--- src/rtl/coeff_bank_loader_if.sv ---
// Coefficient stream in / bank write bus out for coeff_bank_loader.
//   in_valid, in_data : upstream coefficient stream (driven by master)
//   in_ready_c        : loader can accept; combinational from loader state
//   sel, bank_data,
//   bank_we, bank_addr: registered demux select, data, one-hot strobe, word address
// slave  = loader view, master = feeder/consumer (bench) view.
interface coeff_bank_loader_if #(
    parameter int unsigned N     = 9,
    parameter int unsigned S     = 3,
    parameter int unsigned DEPTH = 4
);
    localparam int unsigned SW = $clog2(S);
    localparam int unsigned AW = $clog2(DEPTH);

    logic          in_valid;
    logic [N-1:0]  in_data;
    logic          in_ready_c;
    logic [SW-1:0] sel;
    logic [N-1:0]  bank_data;
    logic [S-1:0]  bank_we;
    logic [AW-1:0] bank_addr;

    modport slave (
        input  in_valid, in_data,
        output in_ready_c, sel, bank_data, bank_we, bank_addr
    );

    modport master (
        output in_valid, in_data,
        input  in_ready_c, sel, bank_data, bank_we, bank_addr
    );
endinterface

--- src/rtl/coeff_bank_loader.sv ---
// Round-robin loader: distributes one polynomial of S*DEPTH coefficients
// across S banks; coefficient k -> bank k mod S, word k div S.
// Ports:
//   i_clk, i_rst : clock, synchronous active-high reset
//   i_start      : begin one polynomial load (honoured only in IDLE)
//   bus          : coeff_bank_loader_if.slave (stream in, bank writes out)
//   o_busy_c     : high while loading (combinational from state)
//   o_done       : registered pulse coincident with the final bank write
// Optional: define COEFF_BANK_LOADER_MODQ_EN to reduce each input by one
// conditional subtraction of Q before it is written.
module coeff_bank_loader #(
    parameter int unsigned N     = 9,
    parameter int unsigned S     = 3,
    parameter int unsigned DEPTH = 4,
    parameter int unsigned Q     = 257
) (
    input  logic                     i_clk,
    input  logic                     i_rst,
    input  logic                     i_start,
    coeff_bank_loader_if.slave       bus,
    output logic                     o_busy_c,
    output logic                     o_done
);
    localparam int unsigned SW = $clog2(S);
    localparam int unsigned AW = $clog2(DEPTH);

    typedef enum logic [1:0] {
        ST_IDLE = 2'd0,
        ST_LOAD = 2'd1,
        ST_DONE = 2'd2
    } state_t;

    state_t        r_state;
    state_t        w_state_nxt;
    logic          w_accept;
    logic          w_load_entry;
    logic          w_last;
    logic [N-1:0]  w_data_in;

    logic [SW-1:0] r_bank;
    logic [AW-1:0] r_word;

    logic [SW-1:0] r_sel;
    logic [N-1:0]  r_bank_data;
    logic [S-1:0]  r_bank_we;
    logic [AW-1:0] r_bank_addr;
    logic          r_done;

    // Input path reduction
`ifdef COEFF_BANK_LOADER_MODQ_EN
    localparam logic [N-1:0] QN = N'(Q);
    assign w_data_in = (bus.in_data >= QN) ? (bus.in_data - QN) : bus.in_data;
`else
    assign w_data_in = bus.in_data;
    // Q only matters with the reduction compiled in; this just keeps it referenced.
    if (Q >= (64'd1 << N)) begin : g_q_exceeds_width
    end
`endif

    // State register
    always_ff @(posedge i_clk) begin
        if (i_rst) begin
            r_state <= ST_IDLE;
        end else begin
            r_state <= w_state_nxt;
        end
    end

    // Next state, acceptance and load-entry strobes
    always_comb begin
        w_state_nxt  = r_state;
        w_accept     = 1'b0;
        w_load_entry = 1'b0;
        w_last       = (r_bank == SW'(S - 1)) && (r_word == AW'(DEPTH - 1));
        case (r_state)
            ST_IDLE: begin
                if (i_start) begin
                    w_state_nxt  = ST_LOAD;
                    w_load_entry = 1'b1;
                end
            end
            ST_LOAD: begin
                w_accept = bus.in_valid;
                if (bus.in_valid && w_last) begin
                    w_state_nxt = ST_DONE;
                end
            end
            ST_DONE: begin
                w_state_nxt = ST_IDLE;
            end
            default: begin
                w_state_nxt = ST_IDLE;
            end
        endcase
    end

    assign bus.in_ready_c = (r_state == ST_LOAD);
    assign o_busy_c       = (r_state == ST_LOAD);

    // Bank/word counters; the final acceptance leaves them parked since LOAD is exited
    always_ff @(posedge i_clk) begin
        if (i_rst || w_load_entry) begin
            r_bank <= '0;
            r_word <= '0;
        end else if (w_accept && !w_last) begin
            if (r_bank == SW'(S - 1)) begin
                r_bank <= '0;
                r_word <= r_word + AW'(1);
            end else begin
                r_bank <= r_bank + SW'(1);
            end
        end
    end

    // Registered bank write; sel/addr/data hold between writes
    always_ff @(posedge i_clk) begin
        if (i_rst) begin
            r_sel       <= '0;
            r_bank_data <= '0;
            r_bank_we   <= '0;
            r_bank_addr <= '0;
            r_done      <= 1'b0;
        end else begin
            r_bank_we <= '0;
            r_done    <= w_accept && w_last;
            if (w_accept) begin
                r_bank_we   <= S'(1) << r_bank;
                r_sel       <= r_bank;
                r_bank_addr <= r_word;
                r_bank_data <= w_data_in;
            end
        end
    end

    assign bus.sel       = r_sel;
    assign bus.bank_data = r_bank_data;
    assign bus.bank_we   = r_bank_we;
    assign bus.bank_addr = r_bank_addr;
    assign o_done        = r_done;
endmodule

--- src/flat_wrapper.sv ---
// flat-port wrapper written by rule: the top's interface ports become plain ports
module coeff_bank_loader_flat 
#(
    parameter int unsigned N     = 9,
    parameter int unsigned S     = 3,
    parameter int unsigned DEPTH = 4,
    parameter int unsigned Q     = 257
)
  (i_clk, i_rst, i_start, o_busy_c, o_done, bus_in_valid, bus_in_data, bus_in_ready_c, bus_sel, bus_bank_data, bus_bank_we, bus_bank_addr);
  coeff_bank_loader_if #(.N(N), .S(S), .DEPTH(DEPTH)) bus_i ();
  input  logic i_clk;
  input  logic i_rst;
  input  logic i_start;
  output logic o_busy_c;
  output logic o_done;
  input wire logic [$bits(bus_i.in_valid)-1:0] bus_in_valid;
  input wire logic [$bits(bus_i.in_data)-1:0] bus_in_data;
  output wire logic [$bits(bus_i.in_ready_c)-1:0] bus_in_ready_c;
  output wire logic [$bits(bus_i.sel)-1:0] bus_sel;
  output wire logic [$bits(bus_i.bank_data)-1:0] bus_bank_data;
  output wire logic [$bits(bus_i.bank_we)-1:0] bus_bank_we;
  output wire logic [$bits(bus_i.bank_addr)-1:0] bus_bank_addr;
  assign bus_i.in_valid = bus_in_valid;
  assign bus_i.in_data = bus_in_data;
  assign bus_in_ready_c = bus_i.in_ready_c;
  assign bus_sel = bus_i.sel;
  assign bus_bank_data = bus_i.bank_data;
  assign bus_bank_we = bus_i.bank_we;
  assign bus_bank_addr = bus_i.bank_addr;
  coeff_bank_loader #(.N(N), .S(S), .DEPTH(DEPTH), .Q(Q)) u_core (.i_clk(i_clk), .i_rst(i_rst), .i_start(i_start), .bus(bus_i), .o_busy_c(o_busy_c), .o_done(o_done));
endmodule
--- config.mk ---
export PLATFORM = sky130hd
export DESIGN_NAME = coeff_bank_loader_flat
export DESIGN_NICKNAME = d
export VERILOG_FILES = /design/src/rtl/coeff_bank_loader_if.sv /design/src/rtl/coeff_bank_loader.sv /design/src/flat_wrapper.sv
export SDC_FILE = /design/constraint.sdc
export NUM_CORES = 1
export LEC_CHECK = 0
export BUFFER_PORTS_ARGS = -buffer_cell sky130_fd_sc_hd__clkbuf_2
export CAP_MARGIN = 20
export CELL_PAD_IN_SITES_DETAIL_PLACEMENT = 0
export CELL_PAD_IN_SITES_GLOBAL_PLACEMENT = 2
export CORE_ASPECT_RATIO = 1.25
export CORE_MARGIN = 8
export CORE_UTILIZATION = 28
export CTS_CLUSTER_DIAMETER = 60
export DETAILED_ROUTE_END_ITERATION = 12
export HOLD_SLACK_MARGIN = 0.1
export PLACE_DENSITY = 0.88
export SLEW_MARGIN = 20
export SYNTH_ARGS = -nofsm -noshare
export SYNTH_HDL_FRONTEND = slang
export SYNTH_SLANG_ARGS = --single-unit
--- constraint.sdc ---
create_clock -name i_clk -period 4.1 [get_ports i_clk]
set_input_delay 0.82 -clock i_clk [delete_from_list [all_inputs] [get_ports i_clk]]
set_output_delay 0.82 -clock i_clk [all_outputs]
set_load 0.02 [all_outputs]
==> metrics, run 1 <==
Least-Margin Pin Slew 837.4 ps; antenna cells 0; DRT iter0 DRCs 41; Synth Instances 98; Slew Limit Fails 0; pwr/cell area 357.6 nW/um^2; Max stage delay on crit path 580 ps; Worst Clk Skew 9.156 ps; CTS tree built; routability cong. 0.7328; Relative slew margins 44.00%; layout cells sized above 1 27.78%; Yosys warnings 0; GR Overflow Total 0; WS Path Type in -> reg; number of fill cells 333; Post-Place Worst Slack 1823 ps; total power 0.3714 mW; WP data required 4340 ps; min cycle time layout 1973 ps; setup TNS 0 ps; core area 2918 um^2; Max H-tree Level 1; Clk pin slew, worst setup/hold paths 110 ps; clock network power share 27.4%; Period Utilization, post-route 48.13%; P_int 0.2797 mW; total CTS buffers 3; DRC violations left 0; routed len/inst 12.30 um; final hold viol count 0; hold-critical path depth 2; via count 763; Worst Setup End Kind register; Max Cap Viol 0; Post-Syn Area 843.3 um^2; first-pass GRT wire length 3298 um; CTS sink cnt 23; GR Util All Layers 8.118%; most common cell after layout, fill and taps aside clkbuf_2; worst hold path type reg -> reg; Reg power frac 62.7%; vias per cell 4.710; most frequent cells in the layout clkbuf_2 (31), nand2_1 (28), dfxtp_1 (23); reg2reg path depth 3; FMAX 506.7 MHz; Final setup viols 0; io pins 32; P&R area growth vs syn 23.15%; crit path max fanout 23; startpoint types input port; syn nets 112; RSZ-0062 raised after global routing false; Placement Cell Area 1012 um^2; post-cts hold buffer count 0; Critical Path Stages 4; IO buf count 31; WL final 1992 um; Setup Fix Bufs, Post-CTS 0; nets 141; register area share after synthesis 54.60%; final instance area 1039 um^2; number of global-route vias before repair 723; largest net degree at the start of global routing 24; worst-path cell chain clkbuf_2 -> nand3b_1 -> or3_1 -> a21oi_1; NetSw 0.09169 mW; Post-DP HPWL 1444 um; Antenna Violating Nets Remaining 0; Post-CTS Resized 0; Leak Pwr 0.4306 nW; Rows 22; Buffers & Inverters on Critical Path 1; Unique masters post-synth 24; sw frac 24.69%; status completed; Avg Inst Size Synth 8.605 um^2; Top delay family on crit path simple AND/OR/NAND/NOR gates; Gate power share 9.9%; First-pass DRT Iterations 4; CTS root buf clkbuf_4; initial antenna violation count 0; Yosys reg bits 23; setup slack after layout 2127 ps; worst vdd ir 136.4 uV; worst skew pair latency 310 ps; Die H 77.36 um; Max Root-Sink Buffers 2; slowest CP cell or3_1; Initial Util 28.90%; CP arrival 2210 ps; die area 5035 um^2; Die W 65.09 um
## cells by family (layout without fill, tap and decap cells)
family / count (synthesis) / after routing / share of synthesized area, %
adders and majority gates: 1 / 1 / 1.483
DFF: 23 / 23 / 54.60
and+or+nand+nor: 45 / 45 / 25.82
AOI/OAI and AO/OA: 22 / 22 / 14.39
buffers and inverters: 7 / 35 / 3.709
## final timing paths
check	from	slack, ps	to
setup / recovery	bus_in_valid	2130	u_core.r_word[0]
hold / removal	u_core.bus.bank_data[7]	460	u_core.bus.bank_data[7]
setup reg to reg	u_core.r_state[0]	2290	u_core.r_word[0]
hold reg to reg	u_core.bus.bank_data[7]	460	u_core.bus.bank_data[7]
## synth_stat cells
library cell | n | area share (%)
a21oi_1 | 17 | 10
nand4b_1 | 1 | 1.0
nand2b_1 | 1 | 0.74
or3b_1 | 1 | 1.0
nand2_1 | 28 | 12
nor3b_1 | 1 | 0.89
a311oi_1 | 1 | 1.0
ha_1 | 1 | 1.5
buf_2 | 1 | 0.59
buf_4 | 1 | 0.89
and3b_1 | 1 | 1.0
a41o_1 | 1 | 1.2
a21o_1 | 1 | 0.89
dfxtp_1 | 23 | 55
nor2b_2 | 1 | 1.0
nor4_1 | 1 | 0.74
nor3_1 | 3 | 1.8
clkbuf_1 | 5 | 2.2
o21ai_0 | 2 | 1.2
nand3b_1 | 1 | 0.89
nor2b_1 | 1 | 0.74
or3_1 | 2 | 1.5
nor4b_1 | 1 | 1.0
nor2_1 | 2 | 0.89
## final cells by class
class	instances	area, um^2	share of cell area [%]
clock buffers	4	26.28	2.530
repair buffers	31	155.1	14.94
multi-input cells	68	351.6	33.86
well taps	36	45.04	4.337
flip-flops and latches	23	460.4	44.34
## worst register-to-register path: cells and delay by family, from the launching register on
kind	cells	cell delay, ps
AOI/OAI and AO/OA	1	140
DFF	1	430
and+or+nand+nor	2	1190
## power by group through the flow
stage                     Clock [mW]  Combinational (mW)  Sequential (mW)
after floorplan                    0              0.0189            0.242
after global placement             0              0.0368            0.237
after detailed placement           0              0.0373            0.238
after CTS                      0.105              0.0376            0.233
after global routing           0.115              0.0408            0.234
final                          0.102              0.0367            0.233
## per-stage QoR
stage | std cells | utilization (%) | hold slack [ps]
finish | 162 | 35.59 | 464.4
global route | 162 | 35.59 | 488.4
CTS | 162 | 35.59 | 466.9
detailed placement | 158 | 34.69 | 449.6
global placement | 158 | 34.69 | 444.0
floorplan | 98 | - | 445.1
## per-layer routing
layer	up-vias	share of wire, %	wire length, um	GRT usage (%)
met3	4	7.9	157	3.592
met4	0	1.7	34	4.158
met2	19	47	934	11.96
met5	-	0	0	0
met1	350	43	866	9.705
li1	390	-	-	-
## state kept, by name, indices dropped and copies added, names as in the netlist
signal / flops
u_core.bus.bank_addr: 2
u_core.r_bank: 2
u_core.r_word: 2
u_core.r_state: 2
u_core.o_done: 1
u_core.bus.sel: 2
u_core.bus.bank_we: 3
u_core.bus.bank_data: 9
Power figures use the tool's default switching activity.
==> run 2, diff against run 1 <==
- ABC_AREA: default -> 1
- CORE_UTILIZATION: 28 -> 27
- PLACE_DENSITY: 0.88 -> 0.83
- clock period: 4.1 -> 1.9 ns (I/O delays scaled with it)
==> metrics, run 2 <==
RSZ-0062 raised after global routing false; CTS sink cnt 23; worst-path cell chain nand2_2 -> inv_1 -> clkbuf_2; Unique masters post-synth 21; most common cell after layout, fill and taps aside clkbuf_2; r2r setup slk 570 ps; core area 3393 um^2; number of global-route vias before repair 835; Avg Inst Size Synth 8.619 um^2; startpoint types register; Clk pin slew, worst setup/hold paths 80 ps; vias per cell 4.508; EDFF count, synth 0; WS Path Type reg -> out; crit path max fanout 3; routed len/inst 12.62 um; async set or reset register ratio after synthesis 0%; GR Util All Layers 7.975%; setup TNS 0 ps; antenna cells 0; Final Hold Slack 342.9 ps; largest net degree at the start of global routing 20; register area share after synthesis 49.46%; post-cts hold buffer count 0; GR Overflow Total 0; Max stage delay on crit path 390 ps; Die W 68.52 um; total CTS buffers 3; CP arrival 1000 ps; Yosys warnings 0; Period Utilization, post-route 72.76%; Rows 24; Synth area leaders dfxtp_1 (49%), nand2_1 (10%), a21oi_2 (8.5%), nand2_2 (6.7%), a21oi_1 (3.2%); routability cong. 0.7871; via count 807; min cycle time layout 1382 ps; First-pass DRT Iterations 4; Setup Fix Bufs, Post-CTS 0; Antenna Violating Nets Remaining 0; Synth area leader dfxtp_1; layout cells sized above 1 44.29%; Die H 81.65 um; Least-Margin Pin Slew 527.7 ps; initial antenna violation count 0; FMAX 723.4 MHz; P&R area growth vs syn 24.19%; WP data required 1520 ps; worst hold path type in -> reg; Worst Clk Skew 2.445 ps; Max Cap Viol 0; top-count cell post-synth nand2_1; WL met2 1022 um; status completed; CTS root buf clkbuf_8; Initial Util 27.43%; Synth Instances 108; ys flop type dfxtp_1; worst skew pair latency 260 ps; met3 WL 196 um; Post-DP HPWL 1658 um; Max Root-Sink Buffers 2; DRC violations left 0; die area 5595 um^2; WL final 2259 um; Post-CTS Resized 0; Worst Setup End Kind output pin; Relative slew margins 64.74%; uppermost routed layer met4; CTS tree built; syn nets 122; Yosys reg bits 23; most frequent cells in the layout clkbuf_2 (31), nand2_1 (25), dfxtp_1 (23); Leak Pwr 0.4726 nW; Post-Syn Area 930.9 um^2; max reg flops 9; DRT iter0 DRCs 25; wire length on met1 1031 um; io pins 32; worst vdd ir 410.5 uV; nets 155; top-area cell type share of the netlist area 49.46%; first-pass GRT wire length 3594 um; slowest CP cell dfxtp_1; Slew Limit Fails 0; commonest cells in the netlist nand2_1 (25), dfxtp_1 (23), nand2_2 (10); Max H-tree Level 1; IO buf count 31; pwr/cell area 789.1 nW/um^2; final hold viol count 0; Final setup viols 0
## run 2: cells by family (layout without fill, tap and decap cells)
family	after synthesis	after routing	synth area share [%]
compound gates	17	17	13.31
fa+ha+maj	1	1	1.344
buf+inv	13	45	7.527
flops	23	23	49.46
simple gates	54	54	28.36
## run 2: where the power goes
part / switching [mW] / internal (mW)
Combinational: 0.0705 / 0.0374
Clock: 0.156 / 0.146
Sequential: 0.00815 / 0.494
Total: 0.234 / 0.678
## run 2: path summary, 6_finish.rpt
path,start,endpoint,depth (start not counted)
setup / recovery,u_core.r_state[0],o_busy_c,3
hold / removal,bus_in_data[8],u_core.bus.bank_data[8],3
setup reg to reg,u_core.r_state[0],u_core.r_word[0],5
hold reg to reg,u_core.bus.sel[0],u_core.bus.sel[0],2
## run 2: layout make-up
type | instances | area (um^2)
Timing Repair Buffer | 33 | 170.2
Sequential cell | 23 | 460.4
Fill cell | 363 | 2237
Clock inverter | 1 | 5.005
Multi-Input combinational cell | 72 | 400.4
Inverter | 8 | 30.03
Clock buffer | 3 | 41.29
Tap cell | 39 | 48.80
## run 2: per-layer routing
layer / vias to the layer above / GRT usage [%]
li1: 408 / -
met1: 373 / 9.665
met2: 24 / 12.77
met3: 2 / 3.138
met4: 0 / 2.053
met5: - / 0
## run 2: critical path: cells and delay by family, from the launching register on
family / cells / cell delay, ps
AND/OR/NAND/NOR: 1 / 90
buffers and inverters: 2 / 260
flip-flops: 1 / 390
## run 2: through the flow
| stage | utilization (%) | total power [mW] | area [um^2] | setup slack (ps) | std cells |
|---|---|---|---|---|---|
| final | 34.07 | 0.9123 | 1156 | 517.6 | 179 |
| after global routing | 34.07 | 0.9525 | 1156 | 435.5 | 179 |
| after CTS | 34.07 | 0.9248 | 1156 | 502.1 | 179 |
| after detailed placement | 32.71 | 0.6236 | 1110 | 481.0 | 175 |
| after global placement | 32.71 | 0.6214 | 1110 | 559.1 | 175 |
| after floorplan | - | 0.5872 | 930.9 | 730.7 | 108 |
==> run 3, diff against run 2 <==
- clock period: 1.9 -> 1.3 ns (I/O delays scaled with it)
==> metrics, run 3 (synthesis results as in run 2) <==
Top delay family on crit path flip-flops; Post-DP HPWL 1668 um; crit path max fanout 3; largest net degree at the start of global routing 20; max reg flops 9; vias per cell 4.282; Critical R2R Launch u_core.r_state[1]; Max H-tree Level 1; post-cts hold buffer count 0; CP arrival 980 ps; Max stage delay on crit path 330 ps; setup TNS 0 ps; status completed; CTS sink cnt 23; Least-Margin Pin Slew 381.1 ps; RSZ-0062 raised after global routing false; Initial Util 27.43%; min cycle time layout 1236 ps; die area 5595 um^2; Rows 24; Relative slew margins 74.59%; met2 Use GR 11.28%; CTS root buf clkbuf_8; WL final 2186 um; WS Path Type reg -> out; Antenna Violating Nets Remaining 0; CTS tree built; Clk pin slew, worst setup/hold paths 80 ps; Die H 81.65 um; DRC violations left 0; Period Utilization, post-route 95.06%; Leak Pwr 0.4831 nW; DRT iter0 DRCs 30; gr busiest metal met2; Max Cap Viol 0; initial antenna violation count 0; First-pass DRT Iterations 3; startpoint types register; slowest CP cell dfxtp_1; worst-path cell chain inv_2 -> nand2_2 -> inv_1 -> buf_2; Max Root-Sink Buffers 2; P&R area growth vs syn 25.94%; routed len/inst 12.08 um; first-pass GRT wire length 3450 um; pwr/cell area 1146 nW/um^2; grt met1 use 10.24%; io pins 32; number of fill cells 374; IO buf count 31; antenna cells 0; Worst Clk Skew 1.947 ps; number of global-route vias before repair 767; nets 157; worst hold path type in -> reg; total CTS buffers 3; GR Util All Layers 8.116%; Die W 68.52 um; core area 3393 um^2; Buffers & Inverters on Critical Path 3; worst vdd ir 470.5 uV; worst hold start bus_in_data[5]; most frequent cells in the layout clkbuf_2 (29), nand2_1 (25), dfxtp_1 (22); M3 GR Usage 3.138%; most common cell after layout, fill and taps aside clkbuf_2; final hold viol count 0; GR Overflow Total 0; worst skew pair latency 260 ps; Worst Setup End Kind output pin; routability cong. 0.7687; Final setup viols 0; crit path from u_core.r_state[1]; Placement Cell Area 1125 um^2; FMAX 809.2 MHz; layout cells sized above 1 45.77%; via count 775; Slew Limit Fails 0; WP data required 1040 ps; final instance area 1172 um^2
[run 3: changes by cell type in the layout (fill, tap and decap cells not counted)]
cell / before / now
buf_2: 0 / 2
buf_4: 2 / 4
clkbuf_2: 31 / 29
dfxtp_1: 23 / 22
dfxtp_2: 0 / 1
[run 3: final timing paths]
kind / endpoint / slack, ps / cells after the start
worst max register to register: u_core.bus.bank_data[7] / 150 / 6
worst max-delay path: bus_in_ready_c / 60 / 4
worst min register to register: u_core.bus.bank_data[8] / 470 / 2
worst min-delay path: u_core.bus.bank_data[5] / 210 / 3
[run 3: power by group]
group          switching [mW]  internal [mW]
sequential             0.0121          0.723
combinational           0.102         0.0588
clock                   0.233          0.214
total                   0.347          0.996
[run 3: layout make-up]
cell class / count / area, um^2 / share of cell area (%)
tap: 39 / 48.80 / 4.162
timing repair buffer: 35 / 185.2 / 15.80
sequential: 23 / 461.7 / 39.38
clock buffer: 3 / 41.29 / 3.522
multi-input combinational: 72 / 400.4 / 34.15
clock inverter: 1 / 5.005 / 0.4269
inverter: 8 / 30.03 / 2.561
[run 3: what timing repair did]
item / CTS / global route
setup endpoints to repair: 0 / 2
buffers inserted: 0 / 0
gates resized for setup: 0 / 3
[run 3: metal layers]
layer	vias up	part of all wire, %
met5	-	0
met4	0	2.2
met3	5	8.6
met2	25	42
met1	334	47
li1	411	-
[run 3: worst reg2reg max path: cells and delay by family (launching register included)]
family                 cells  cell delay, ps
AOI/OAI and AO/OA          1             110
buffers and inverters      2             300
DFF                        1             330
and+or+nand+nor            3             370
[run 3: metrics by stage]
step	cells	utilization, %	hold slack (ps)	setup slack, ps	power, mW
global route	181	34.55	203.8	2.482	1.409
detailed placement	177	33.15	455.0	107.4	0.9147
global placement	177	33.15	450.9	154.1	0.9121
CTS	181	34.51	206.3	6.392	1.368
finish	181	34.55	214.2	64.27	1.343
floorplan	108	-	396.4	250.7	0.8582
